[config.mk]
export PLATFORM = sky130hd
export DESIGN_NAME = axil_reg_bridge
export DESIGN_NICKNAME = d
export VERILOG_FILES = /design/src/rtl/axil_reg_bridge.sv
export SDC_FILE = /design/constraint.sdc
export NUM_CORES = 1
export LEC_CHECK = 0
export CORE_MARGIN = 2
export CORE_UTILIZATION = 30
export CTS_BUF_LIST = sky130_fd_sc_hd__clkbuf_8
export CTS_CLUSTER_DIAMETER = 150
export DETAILED_ROUTE_END_ITERATION = 8
export SLEW_MARGIN = 15
export SYNTH_ARGS = -nofsm -noshare
export SYNTH_HDL_FRONTEND = slang
export SYNTH_SLANG_ARGS = --single-unit
[constraint.sdc]
create_clock -name clk -period 4.3 [get_ports clk]
set_input_delay 0.86 -clock clk [delete_from_list [all_inputs] [get_ports clk]]
set_output_delay 0.86 -clock clk [all_outputs]
set_load 0.01 [all_outputs]
[src/rtl/axil_reg_bridge.sv]
// axil_reg_bridge: AXI4-Lite slave that turns each AXI write/read into a
// single request on a simple word-addressed register port.
//   clk, rstn          : clock, synchronous active-low reset
//   s_aw*/s_w*/s_b*    : AXI-Lite write address, write data, write response
//   s_ar*/s_r*         : AXI-Lite read address, read data
//   reg_wr_*           : register write request (word index), held until reg_wr_ack
//   reg_rd_*           : register read request (word index), held until reg_rd_ack;
//                        reg_rd_data is sampled one cycle after the ack
module axil_reg_bridge #(
    parameter int AXI_ADDR_WIDTH = 32,
    parameter int AXI_DATA_WIDTH = 32
) (
    input  logic                        clk,
    input  logic                        rstn,
    input  logic [AXI_ADDR_WIDTH-1:0]   s_awaddr,
    input  logic                        s_awvalid,
    output logic                        s_awready,
    input  logic [AXI_DATA_WIDTH-1:0]   s_wdata,
    input  logic [AXI_DATA_WIDTH/8-1:0] s_wstrb,
    input  logic                        s_wvalid,
    output logic                        s_wready,
    output logic [1:0]                  s_bresp,
    output logic                        s_bvalid,
    input  logic                        s_bready,
    input  logic [AXI_ADDR_WIDTH-1:0]   s_araddr,
    input  logic                        s_arvalid,
    output logic                        s_arready,
    output logic [AXI_DATA_WIDTH-1:0]   s_rdata,
    output logic [1:0]                  s_rresp,
    output logic                        s_rvalid,
    input  logic                        s_rready,
    output logic                        reg_wr_en,
    output logic [AXI_ADDR_WIDTH-1:0]   reg_wr_addr,
    output logic [AXI_DATA_WIDTH-1:0]   reg_wr_data,
    input  logic                        reg_wr_ack,
    output logic                        reg_rd_en,
    output logic [AXI_ADDR_WIDTH-1:0]   reg_rd_addr,
    input  logic                        reg_rd_ack,
    input  logic [AXI_DATA_WIDTH-1:0]   reg_rd_data
);
    localparam int SW = AXI_DATA_WIDTH / 8;

    typedef enum logic [1:0] {W_IDLE, W_REQ, W_RESP} w_state_t;
    typedef enum logic [1:0] {R_IDLE, R_REQ, R_DATA, R_RESP} r_state_t;

    w_state_t                  w_state;
    r_state_t                  r_state;
    logic                      aw_held, w_held;
    logic [AXI_ADDR_WIDTH-1:0] aw_addr;
    logic [AXI_DATA_WIDTH-1:0] w_data;
    logic [SW-1:0]             w_strb;

    logic                      aw_hs, w_hs, ar_hs, aw_now, w_now;
    logic [AXI_ADDR_WIDTH-1:0] aw_addr_now;
    logic [AXI_DATA_WIDTH-1:0] w_data_now;
    logic [SW-1:0]             w_strb_now;

    assign aw_hs = s_awvalid && s_awready;
    assign w_hs  = s_wvalid && s_wready;
    assign ar_hs = s_arvalid && s_arready;
    // "now" views merge this cycle's handshake with what is already held,
    // so the request can be issued on the edge the second channel arrives.
    assign aw_now      = aw_held || aw_hs;
    assign w_now       = w_held || w_hs;
    assign aw_addr_now = aw_hs ? s_awaddr : aw_addr;
    assign w_data_now  = w_hs ? s_wdata : w_data;
    assign w_strb_now  = w_hs ? s_wstrb : w_strb;
    assign s_rresp     = 2'b00;

    always_ff @(posedge clk) begin
        if (!rstn) begin
            w_state     <= W_IDLE;
            aw_held     <= 1'b0;
            w_held      <= 1'b0;
            aw_addr     <= '0;
            w_data      <= '0;
            w_strb      <= '0;
            s_awready   <= 1'b0;
            s_wready    <= 1'b0;
            s_bvalid    <= 1'b0;
            s_bresp     <= 2'b00;
            reg_wr_en   <= 1'b0;
            reg_wr_addr <= '0;
            reg_wr_data <= '0;
        end else begin
            case (w_state)
                W_IDLE: begin
                    if (aw_hs) begin
                        aw_held <= 1'b1;
                        aw_addr <= s_awaddr;
                    end
                    if (w_hs) begin
                        w_held <= 1'b1;
                        w_data <= s_wdata;
                        w_strb <= s_wstrb;
                    end
                    s_awready <= !aw_now;
                    s_wready  <= !w_now;
                    if (aw_now && w_now) begin
                        w_state     <= W_REQ;
                        // partial-strobe writes never reach the register port
                        reg_wr_en   <= &w_strb_now;
                        reg_wr_addr <= aw_addr_now >> 2;
                        reg_wr_data <= w_data_now;
                    end
                end
                W_REQ: begin
                    if (!(&w_strb) || reg_wr_ack) begin
                        w_state   <= W_RESP;
                        reg_wr_en <= 1'b0;
                        s_bvalid  <= 1'b1;
                        s_bresp   <= (&w_strb) ? 2'b00 : 2'b10;
                    end
                end
                W_RESP: begin
                    if (s_bready) begin
                        w_state   <= W_IDLE;
                        s_bvalid  <= 1'b0;
                        aw_held   <= 1'b0;
                        w_held    <= 1'b0;
                        s_awready <= 1'b1;
                        s_wready  <= 1'b1;
                    end
                end
                default: w_state <= W_IDLE;
            endcase
        end
    end

    always_ff @(posedge clk) begin
        if (!rstn) begin
            r_state     <= R_IDLE;
            s_arready   <= 1'b0;
            s_rvalid    <= 1'b0;
            s_rdata     <= '0;
            reg_rd_en   <= 1'b0;
            reg_rd_addr <= '0;
        end else begin
            case (r_state)
                R_IDLE: begin
                    s_arready <= !ar_hs;
                    if (ar_hs) begin
                        r_state     <= R_REQ;
                        reg_rd_en   <= 1'b1;
                        reg_rd_addr <= s_araddr >> 2;
                    end
                end
                R_REQ: begin
                    if (reg_rd_ack) begin
                        r_state   <= R_DATA;
                        reg_rd_en <= 1'b0;
                    end
                end
                R_DATA: begin
                    r_state  <= R_RESP;
                    s_rdata  <= reg_rd_data;
                    s_rvalid <= 1'b1;
                end
                R_RESP: begin
                    if (s_rready) begin
                        r_state   <= R_IDLE;
                        s_rvalid  <= 1'b0;
                        s_arready <= 1'b1;
                    end
                end
                default: r_state <= R_IDLE;
            endcase
        end
    end
endmodule

==> metrics.md, run 1 <==
| Metric | Value |
|---|---|
| Outcome | `complete, no violations` |
| R2r worst-path depth | `5` |
| Number of hold buffers added after cts | `0` |
| First-pass GRT wire length | `37.2 mm` |
| Setup TNS | `0 ps` |
| Sequential share of the synthesized area | `0.492` |
| Post-CTS setup buffer count | `0` |
| Maximum clock frequency | `409 MHz` |
| Placer Congestion | `between 0.7 and 0.8` |
| Reg clk slew, reported paths | `around 50 ps` |
| CTS tree | `built` |
| First-pass DRT Iterations | `5` |
| Post_cts resized | `0` |
| Rel. slew slack | `0.278` |
| CP max stage delay | `480 ps` |
| Synth Instances | `961` |
| Die Width | `170 um` |
| Syn avg cell area | `between 8 and 9 um^2` |
| FFs w/ async S/R, synth | `0` |
| PwrDens | `about 470 mW/mm^2` |
| Hold Path Depth | `2` |
| P_leak | `4.91 nW` |
| GRT overflow | `0` |
| Yosys cell types | `32` |
| Total track usage | `0.160` |
| Clk root buf | `clkbuf_8` |
| Yosys top cell area share | `0.492` |
| Port Buffer Count | `around 270` |
| Die H | `170 um` |
| Worst EP arrival | `around 2800 ps` |
| Number of top-level pins | `280` |
| Standard-cell rows | `60` |
| Ys Warns | `0` |
| Antenna violations before repair | `0` |
| Number of synthesized register bits | `roughly 200` |
| Pin count of the biggest net entering global routing | `103` |
| CTS Buf Count | `39` |
| Final Setup Violations | `0` |
| Post-synth top area cell | `dfxtp_1` |
| Crit Path Class | `input pin to flip-flop` |
| RSZ-0062 raised after global routing | `no` |
| Mapped Area | `a little over 0.008 mm^2` |
| MaxCap Viol Count | `0` |
| Hold Crit Class | `flip-flop to flip-flop` |
| Nets | `1355` |
| Period utilization | `0.568` |
| CTS sink cnt | `204` |
| Worst setup SP type | `input pin` |
| Clock buffer depth | `3` |
| Worst-path cell chain | `clkdlybuf4s50_1 > and2_2 > buf_4 > nand2_1 > buf_4 > nand2_1 > a21boi_0` |
| Via-to-Cell Ratio | `4.67` |
| DRC viols | `0` |
| Min Tclk post-route | `2440 ps` |
| Max-slew violations | `0` |
| Post-route ant nets | `0` |
| DR WL/cell | `15.2 um` |
| Clock skew | `33.2 ps` |
| Initial drt markers | `409` |
| Final hold violation count | `0` |
| Top cells by area, synth | `dfxtp_1 (49%), nand2_1 (15%), a21boi_0 (9.0%)` |
| Via count | `7348` |
| Synth top cells by count | `nand2_1 (328), dfxtp_1 (204), a21boi_0 (99)` |
| N_diodes | `0` |
| Slowest cell on the critical path | `clkdlybuf4s50_1` |
| Slew @ Worst Pin | `1080 ps` |
| Most used flip-flop cell after synthesis | `dfxtp_1` |
| Number of flops mapped to enable cells by yosys | `0` |
| Clk Latency, worst-skew pair | `between 500 and 600 ps` |
| Vias in the first global route | `7037` |
| Tot Pwr | `5.70 mW` |
| Worst setup EP type | `flip-flop` |
| Share of layout cells above drive strength 1 | `0.0624` |
| Core Area | `0.0270 mm^2` |
| Initial Utilization | `0.307` |
| Most numerous cell in the Yosys netlist | `nand2_1` |
| CP max FO | `35` |
| WHS | `460 ps` |
| HPWL after detailed placement | `15.6 mm` |
| Synth-to-layout area growth | `44.8%` |
| WL final | `24.0 mm` |
| CTS H-tree depth | `2` |
| Worst Path Required | `between 4000 and 5000 ps` |
| Maximum VDD drop | `between 0.15 and 0.2 mV` |
| Die ar. | `0.0290 mm^2` |
-- stage by stage --
step	cell area [um^2]	utilization	cells	setup WS (ps)
2_1_floorplan	8320	-	967	2230
3_3_place_gp	11200	0.414	1510	1340
3_5_place_dp	11200	0.414	1510	1300
4_1_cts	12000	0.445	1575	1840
5_1_grt	12000	0.445	1575	1720
6_report	12000	0.445	1575	1860
-- cells in the final DEF, fill, tap and decap left out, drive strengths merged --
| cell type | n |
|---|---|
| a21boi | 100 |
| a21oi | 5 |
| a221oi | 1 |
| a22oi | 1 |
| a31oi | 1 |
| and2 | 2 |
| and3 | 1 |
| buf | 16 |
| bufinv | 2 |
| clkbuf | 52 |
| clkdlybuf4s50 | 267 |
| clkinv | 1 |
| conb | 7 |
| dfxtp | 204 |
| ha | 4 |
| inv | 15 |
| mux2i | 33 |
| nand2 | 328 |
| nand3 | 64 |
| nand3b | 1 |
| nand4 | 2 |
| nor2 | 8 |
| nor2b | 39 |
| nor3 | 4 |
| o211a | 66 |
| o21a | 1 |
| o21ai | 5 |
| o21bai | 2 |
| o221a | 2 |
-- sequential cells by signal (all words and copies together), names as in the netlist, 2 cells and up --
| signal | count |
|---|---|
| r_state | 2 |
| reg_wr_addr | 30 |
| w_data | 32 |
| s_rdata | 32 |
| w_strb | 4 |
| reg_rd_addr | 30 |
| reg_wr_data | 32 |
| w_state | 2 |
| aw_addr | 30 |
-- worst max-delay path: cells and delay by family --
| family | cells | cell delay, ps |
|---|---|---|
| buf+inv | 3 | 1230 |
| simple gates | 3 | 620 |
| compound gates | 1 | 80 |
-- where the power goes --
part           total, mW  switching (mW)  internal [mW]
combinational       1.44           0.692          0.746
clock               1.99           0.800           1.19
sequential          2.28           0.135           2.14
total               5.70            1.63           4.08
-- routing by layer --
layer / global-route usage / vias up / routed length, um / part of all wire
li1: - / 3688 / - / -
met1: 0.186 / 3373 / 10300 / 0.43
met4: 0.0446 / 0 / 419 / 0.017
met2: 0.268 / 248 / 10800 / 0.45
met5: 0 / - / 0 / 0
met3: 0.0693 / 39 / 2520 / 0.10
-- path summary, 6_finish.rpt --
kind	start	to	slack, ps
min reg2reg	w_data[23]$_SDFFE_PN0P_	w_data[23]$_SDFFE_PN0P_	460
max	s_wvalid	w_data[13]$_SDFFE_PN0P_	1860
max reg2reg	w_state[1]$_SDFFE_PN0P_	reg_wr_data[21]$_SDFFE_PN0P_	2160
min	w_data[23]$_SDFFE_PN0P_	w_data[23]$_SDFFE_PN0P_	460
-- final cells by class --
cell class | count | area [um^2]
fill | 2691 | 15000
sequential | 204 | 4080
multi-input combinational | 677 | 3850
timing repair buffer | 283 | 2820
clock buffer | 52 | 716
tap | 341 | 427
clock inverter | 13 | 103
inverter | 5 | 18.8
-- kinds of logic after synthesis --
group,synth area share
AND/OR/NAND/NOR,0.228
flip-flops,0.492
AO/OA/AOI/OAI,0.184
buffers and inverters,0.0493
multiplexers,0.0398
adder cells (fa/ha/maj),0.00603
other,0.000452
Power figures use the tool's default switching activity.
==> run 2: changes to the inputs <==
==> constraint.sdc (replaced) <==
create_clock -name clk -period 2.5 [get_ports clk]
set_input_delay 0.5 -clock clk [delete_from_list [all_inputs] [get_ports clk]]
set_output_delay 0.5 -clock clk [all_outputs]
set_load 0.01 [all_outputs]
==> metrics.md, run 2 (synthesis gave the netlist of run 1 again) <==
| Metric | Value |
|---|---|
| Pin count of the biggest net entering global routing | `55` |
| Maximum clock frequency | `495 MHz` |
| CP max stage delay | `slightly above 600 ps` |
| CTS tree | `built` |
| RSZ-0062 raised after global routing | `no` |
| Setup TNS | `0 ps` |
| Max-slew violations | `0` |
| R2R setup slack | `730 ps` |
| P_leak | `4.96 nW` |
| First-pass DRT Iterations | `4` |
| Placer Congestion | `about 0.74` |
| Post-route ant nets | `0` |
| Number of top-level pins | `280` |
| Min Tclk post-route | `roughly 2000 ps` |
| GRT overflow | `0` |
| MaxCap Viol Count | `0` |
| Via count | `7406` |
| Via-to-Cell Ratio | `4.66` |
| Initial drt markers | `430` |
| Final Setup Violations | `0` |
| CTS H-tree depth | `2` |
| Post-CTS setup buffer count | `0` |
| Port Buffer Count | `roughly 270` |
| Crit Path Class | `flip-flop to primary output` |
| Worst Path Required | `2000 ps` |
| PwrDens | `781 mW/mm^2` |
| Area of the multi-input gates | `0.00385 mm^2` |
| Final hold violation count | `0` |
| Tot Pwr | `between 9 and 10 mW` |
| Commonest cells after routing, fill and taps aside | `nand2_1 (328), clkdlybuf4s50_1 (267), dfxtp_1 (204), a21boi_0 (99), o211a_1 (66)` |
| DR WL/cell | `between 15 and 20 um` |
| WP buf/inv | `1` |
| Worst Hold Endpoint | `reg_rd_addr[21]$_SDFFE_PN0P_` |
| CP max FO | `4` |
| Reg clk slew, reported paths | `60 ps` |
| Worst r2r src | `w_state[0]$_SDFFE_PN0P_` |
| CTS Buf Count | `38` |
| Clk root buf | `clkbuf_8` |
| Post_cts resized | `0` |
| Dpl cells | `1525` |
| Outcome | `complete, no violations` |
| Antenna violations before repair | `2` |
| Worst EP arrival | `between 1500 and 2000 ps` |
| Die Width | `170 um` |
| Hold path start | `reg_rd_addr[21]$_SDFFE_PN0P_` |
| Delay-heaviest family, CP | `buffers and inverters` |
| DRC viols | `0` |
| Worst reg2reg endpoint | `reg_wr_data[10]$_SDFFE_PN0P_` |
| Sequential cell area | `0.00408 mm^2` |
| Vias in the first global route | `7106` |
| Clock buffer depth | `3` |
| Worst setup EP type | `primary output` |
| Number of hold buffers added after cts | `0` |
| Clk Latency, worst-skew pair | `510 ps` |
| Core Area | `0.0270 mm^2` |
| Synth-to-layout area growth | `45.6%` |
| WL final | `24.1 mm` |
| Standard-cell rows | `60` |
| Die ar. | `0.0290 mm^2` |
| Clock skew | `12.9 ps` |
| Worst-path cell chain | `clkdlybuf4s50_1` |
| Total track usage | `0.161` |
| Non-filler cells, final | `1590` |
| Period utilization | `0.808` |
| R2r worst-path depth | `5` |
| HPWL after detailed placement | `16.0 mm` |
| Slew @ Worst Pin | `roughly 600 ps` |
| Nets | `1369` |
| CTS sink cnt | `slightly above 200` |
| Fillers | `2697` |
| Slowest cell on the critical path | `clkdlybuf4s50_1` |
| Most common cell after layout, fill and taps aside | `nand2_1` |
| Hold Path Depth | `2` |
| Share of layout cells above drive strength 1 | `0.0698` |
| Initial Utilization | `0.307` |
| Hold Crit Class | `flip-flop to flip-flop` |
| Rel. slew slack | `0.589` |
| Worst setup SP type | `flip-flop` |
| Die H | `170 um` |
| First-pass GRT wire length | `37.5 mm` |
| Maximum VDD drop | `0.328 mV` |
| Biggest regs | `reg_wr_data (32), s_rdata (32), w_data (32)` |
## run 2: per-layer routing
layer | part of all wire | track usage | wire length (um) | up-vias
met1 | 0.43 | 0.198 | 10400 | 3378
li1 | - | - | - | 3718
met5 | 0.00054 | 0 | 13 | -
met2 | 0.45 | 0.264 | 10900 | 273
met4 | 0.016 | 0.0450 | 397 | 2
met3 | 0.098 | 0.0612 | 2350 | 35
## run 2: report_power, final
| group | switching [mW] | total (mW) | internal, mW |
|---|---|---|---|
| Sequential | 0.234 | 3.92 | 3.69 |
| Combinational | 1.20 | 2.53 | 1.32 |
| Clock | 1.35 | 2.99 | 1.65 |
| Total | 2.78 | 9.44 | 6.65 |
## run 2: worst max-delay path by stage
stage / to / cells past startpoint / start
after floorplan: reg_wr_addr[10]$_SDFFE_PN0P_ / 7 / s_wvalid
after global placement: aw_addr[5]$_SDFFE_PN0P_ / 7 / s_awvalid
after detailed placement: aw_addr[9]$_SDFFE_PN0P_ / 7 / s_awvalid
after CTS: s_wready / 1 / s_wready$_SDFFE_PN0P_
after global routing: s_wready / 1 / s_wready$_SDFFE_PN0P_
final: s_wready / 1 / s_wready$_SDFFE_PN0P_
## run 2: area by class of cell
class / count / area share
clock buffers: 46 / 0.0524
flip-flops and latches: 204 / 0.338
multi-input cells: 677 / 0.319
inverters: 5 / 0.00155
diodes: 2 / 0.000414
repair buffers: 298 / 0.248
well taps: 341 / 0.0353
clock inverters: 17 / 0.00570
## run 2: stage by stage
stage | area (um^2) | worst slack [ps] | hold slack, ps | util
6_report | 12100 | 480 | 459 | 0.447
5_1_grt | 12100 | 412 | 478 | 0.447
4_1_cts | 12100 | 423 | 463 | 0.447
3_5_place_dp | 11400 | 271 | 456 | 0.421
3_3_place_gp | 11400 | 296 | 449 | 0.421
2_1_floorplan | 8320 | 793 | 443 | -
==> run 3: changes to the inputs <==
==> constraint.sdc (replaced) <==
create_clock -name clk -period 1.93 [get_ports clk]
set_input_delay 0.386 -clock clk [delete_from_list [all_inputs] [get_ports clk]]
set_output_delay 0.386 -clock clk [all_outputs]
set_load 0.01 [all_outputs]
==> metrics.md, run 3 (synthesis gave the netlist of run 1 again) <==
| Metric | Value |
|---|---|
| Pin count of the biggest net entering global routing | `62` |
| Worst setup SP type | `flip-flop` |
| Maximum clock frequency | `roughly 550 MHz` |
| Clock skew | `around 18 ps` |
| Worst Path Required | `1540 ps` |
| RSZ-0062 raised after global routing | `no` |
| Min Tclk post-route | `1830 ps` |
| Clk root buf | `clkbuf_8` |
| Nets | `1371` |
| Hold Crit Class | `input pin to flip-flop` |
| First-pass DRT Iterations | `4` |
| Clock buffer depth | `3` |
| Clock power frac | `0.339` |
| CTS Buf Count | `38` |
| Post-place setup slack | `-22.0 ps` |
| Die ar. | `0.0290 mm^2` |
| WP buf/inv | `1` |
| Dpl cells | `1527` |
| Antenna violations before repair | `1` |
| Initial drt markers | `430` |
| HPWL after detailed placement | `roughly 16 mm` |
| Delay-heaviest family, CP | `buffers and inverters` |
| Commonest cells after routing, fill and taps aside | `nand2_1 (328), clkdlybuf4s50_1 (264), dfxtp_1 (204), a21boi_0 (99), o211a_1 (66)` |
| P_sw | `3.65 mW` |
| Worst-path cell chain | `clkdlybuf4s50_1` |
| Non-filler cells, final | `1593` |
| Clk Latency, worst-skew pair | `between 500 and 600 ps` |
| P_leak | `5.07 nW` |
| CTS sink cnt | `204` |
| Period utilization | `0.950` |
| Vias in the first global route | `7251` |
| Crit Path Class | `flip-flop to primary output` |
| Share of layout cells above drive strength 1 | `0.0743` |
| PwrDens | `1040 mW/mm^2` |
| DR WL/cell | `15.2 um` |
| Combinational power share | `0.264` |
| Number of top-level pins | `280` |
| Max-slew violations | `0` |
| Die Width | `between 150 and 200 um` |
| First-pass GRT wire length | `38.0 mm` |
| Worst setup EP type | `primary output` |
| WL final | `roughly 24 mm` |
| WHS | `approximately 310 ps` |
| Sequential share of power | `0.397` |
| Utilization after layout | `0.454` |
| Die H | `170 um` |
| CTS H-tree depth | `2` |
| Slowest cell on the critical path | `clkdlybuf4s50_1` |
| DRC viols | `0` |
| Outcome | `complete, no violations` |
| Post-CTS setup buffer count | `0` |
| GRT overflow | `0` |
| MaxCap Viol Count | `0` |
| Total track usage | `0.163` |
| Final hold violation count | `0` |
| Via count | `around 7300` |
| Port Buffer Count | `268` |
| Via-to-Cell Ratio | `4.61` |
| Biggest regs | `reg_wr_data (32), s_rdata (32), w_data (32)` |
| Pint | `just over 9 mW` |
| Standard-cell rows | `60` |
| CTS tree | `built` |
| Synth-to-layout area growth | `47.9%` |
| Reg clk slew, reported paths | `around 60 ps` |
| Final setup margin | `97.4 ps` |
| Initial Utilization | `0.307` |
| Placer Congestion | `0.735` |
| Maximum VDD drop | `approximately 0.53 mV` |
| Post-route ant nets | `0` |
| Worst EP arrival | `1450 ps` |
| Fillers | `about 2700` |
| Setup TNS | `0 ps` |
| Final Setup Violations | `0` |
| CP max FO | `2` |
| Sw frac | `0.285` |
| CP max stage delay | `560 ps` |
| Most common cell after layout, fill and taps aside | `nand2_1` |
| Core Area | `around 0.027 mm^2` |
==> run 3: worst reg2reg max path: stages, from the launching register on <==
cell and delay, ps:
dfxtp_1 380, inv_1 80, ha_1 260, a221oi_1 290, buf_4 170, mux2i_1 170, nor2b_1 60
==> run 3: cell type report <==
type / instances / area [um^2] / share of cell area
flip-flops and latches: 204 / 4080 / 0.333
multi-input cells: 677 / 3850 / 0.314
repair buffers: 300 / 3090 / 0.252
clock buffers: 50 / 688 / 0.0561
well taps: 341 / 427 / 0.0348
clock inverters: 15 / 111 / 0.00908
inverters: 5 / 18.8 / 0.00153
diodes: 1 / 2.50 / 0.000204
==> run 3: worst paths after layout <==
kind | slack, ps | depth (start not counted) | start | to
min reg2reg | 460 | 2 | aw_addr[24]$_SDFFE_PN0P_ | aw_addr[24]$_SDFFE_PN0P_
max | 100 | 1 | s_rdata[26]$_SDFFE_PN0P_ | s_rdata[26]
min | 310 | 2 | rstn | reg_wr_addr[29]$_SDFFE_PN0P_
max reg2reg | 420 | 6 | r_state[0]$_SDFFE_PN0P_ | r_state[1]$_SDFFE_PN0P_
==> run 3: through the flow <==
step                      power (mW)  area (um^2)
final                           12.8        12300
after CTS                       13.0        12300
after floorplan                 6.83         8320
after global routing            13.5        12300
after detailed placement        8.58        11500
after global placement          8.55        11500
==> run 3: routing by layer <==
metal  vias to the layer above  routed length [um]  track usage
met1                      3332               10500        0.201
met4                         0                 522       0.0483
li1                       3728                   -            -
met2                       249               10900        0.269
met5                         -                   0            0
met3                        38                2210       0.0584
==> run 3: power groups by stage <==
stage	clock network [mW]	logic (mW)	registers [mW]
floorplan	0	1.50	5.33
global placement	0	3.40	5.15
detailed placement	0	3.42	5.17
CTS	4.52	3.43	5.08
global route	4.69	3.70	5.15
finish	4.34	3.37	5.08
==> run 3: repair_timing <==
action | 4_1_cts | 5_1_grt
hold buffers | 0 | 0
resized for setup | 1 | 2
endpoints found under the hold margin | 0 | 0
setup endpoints to repair | 1 | 2
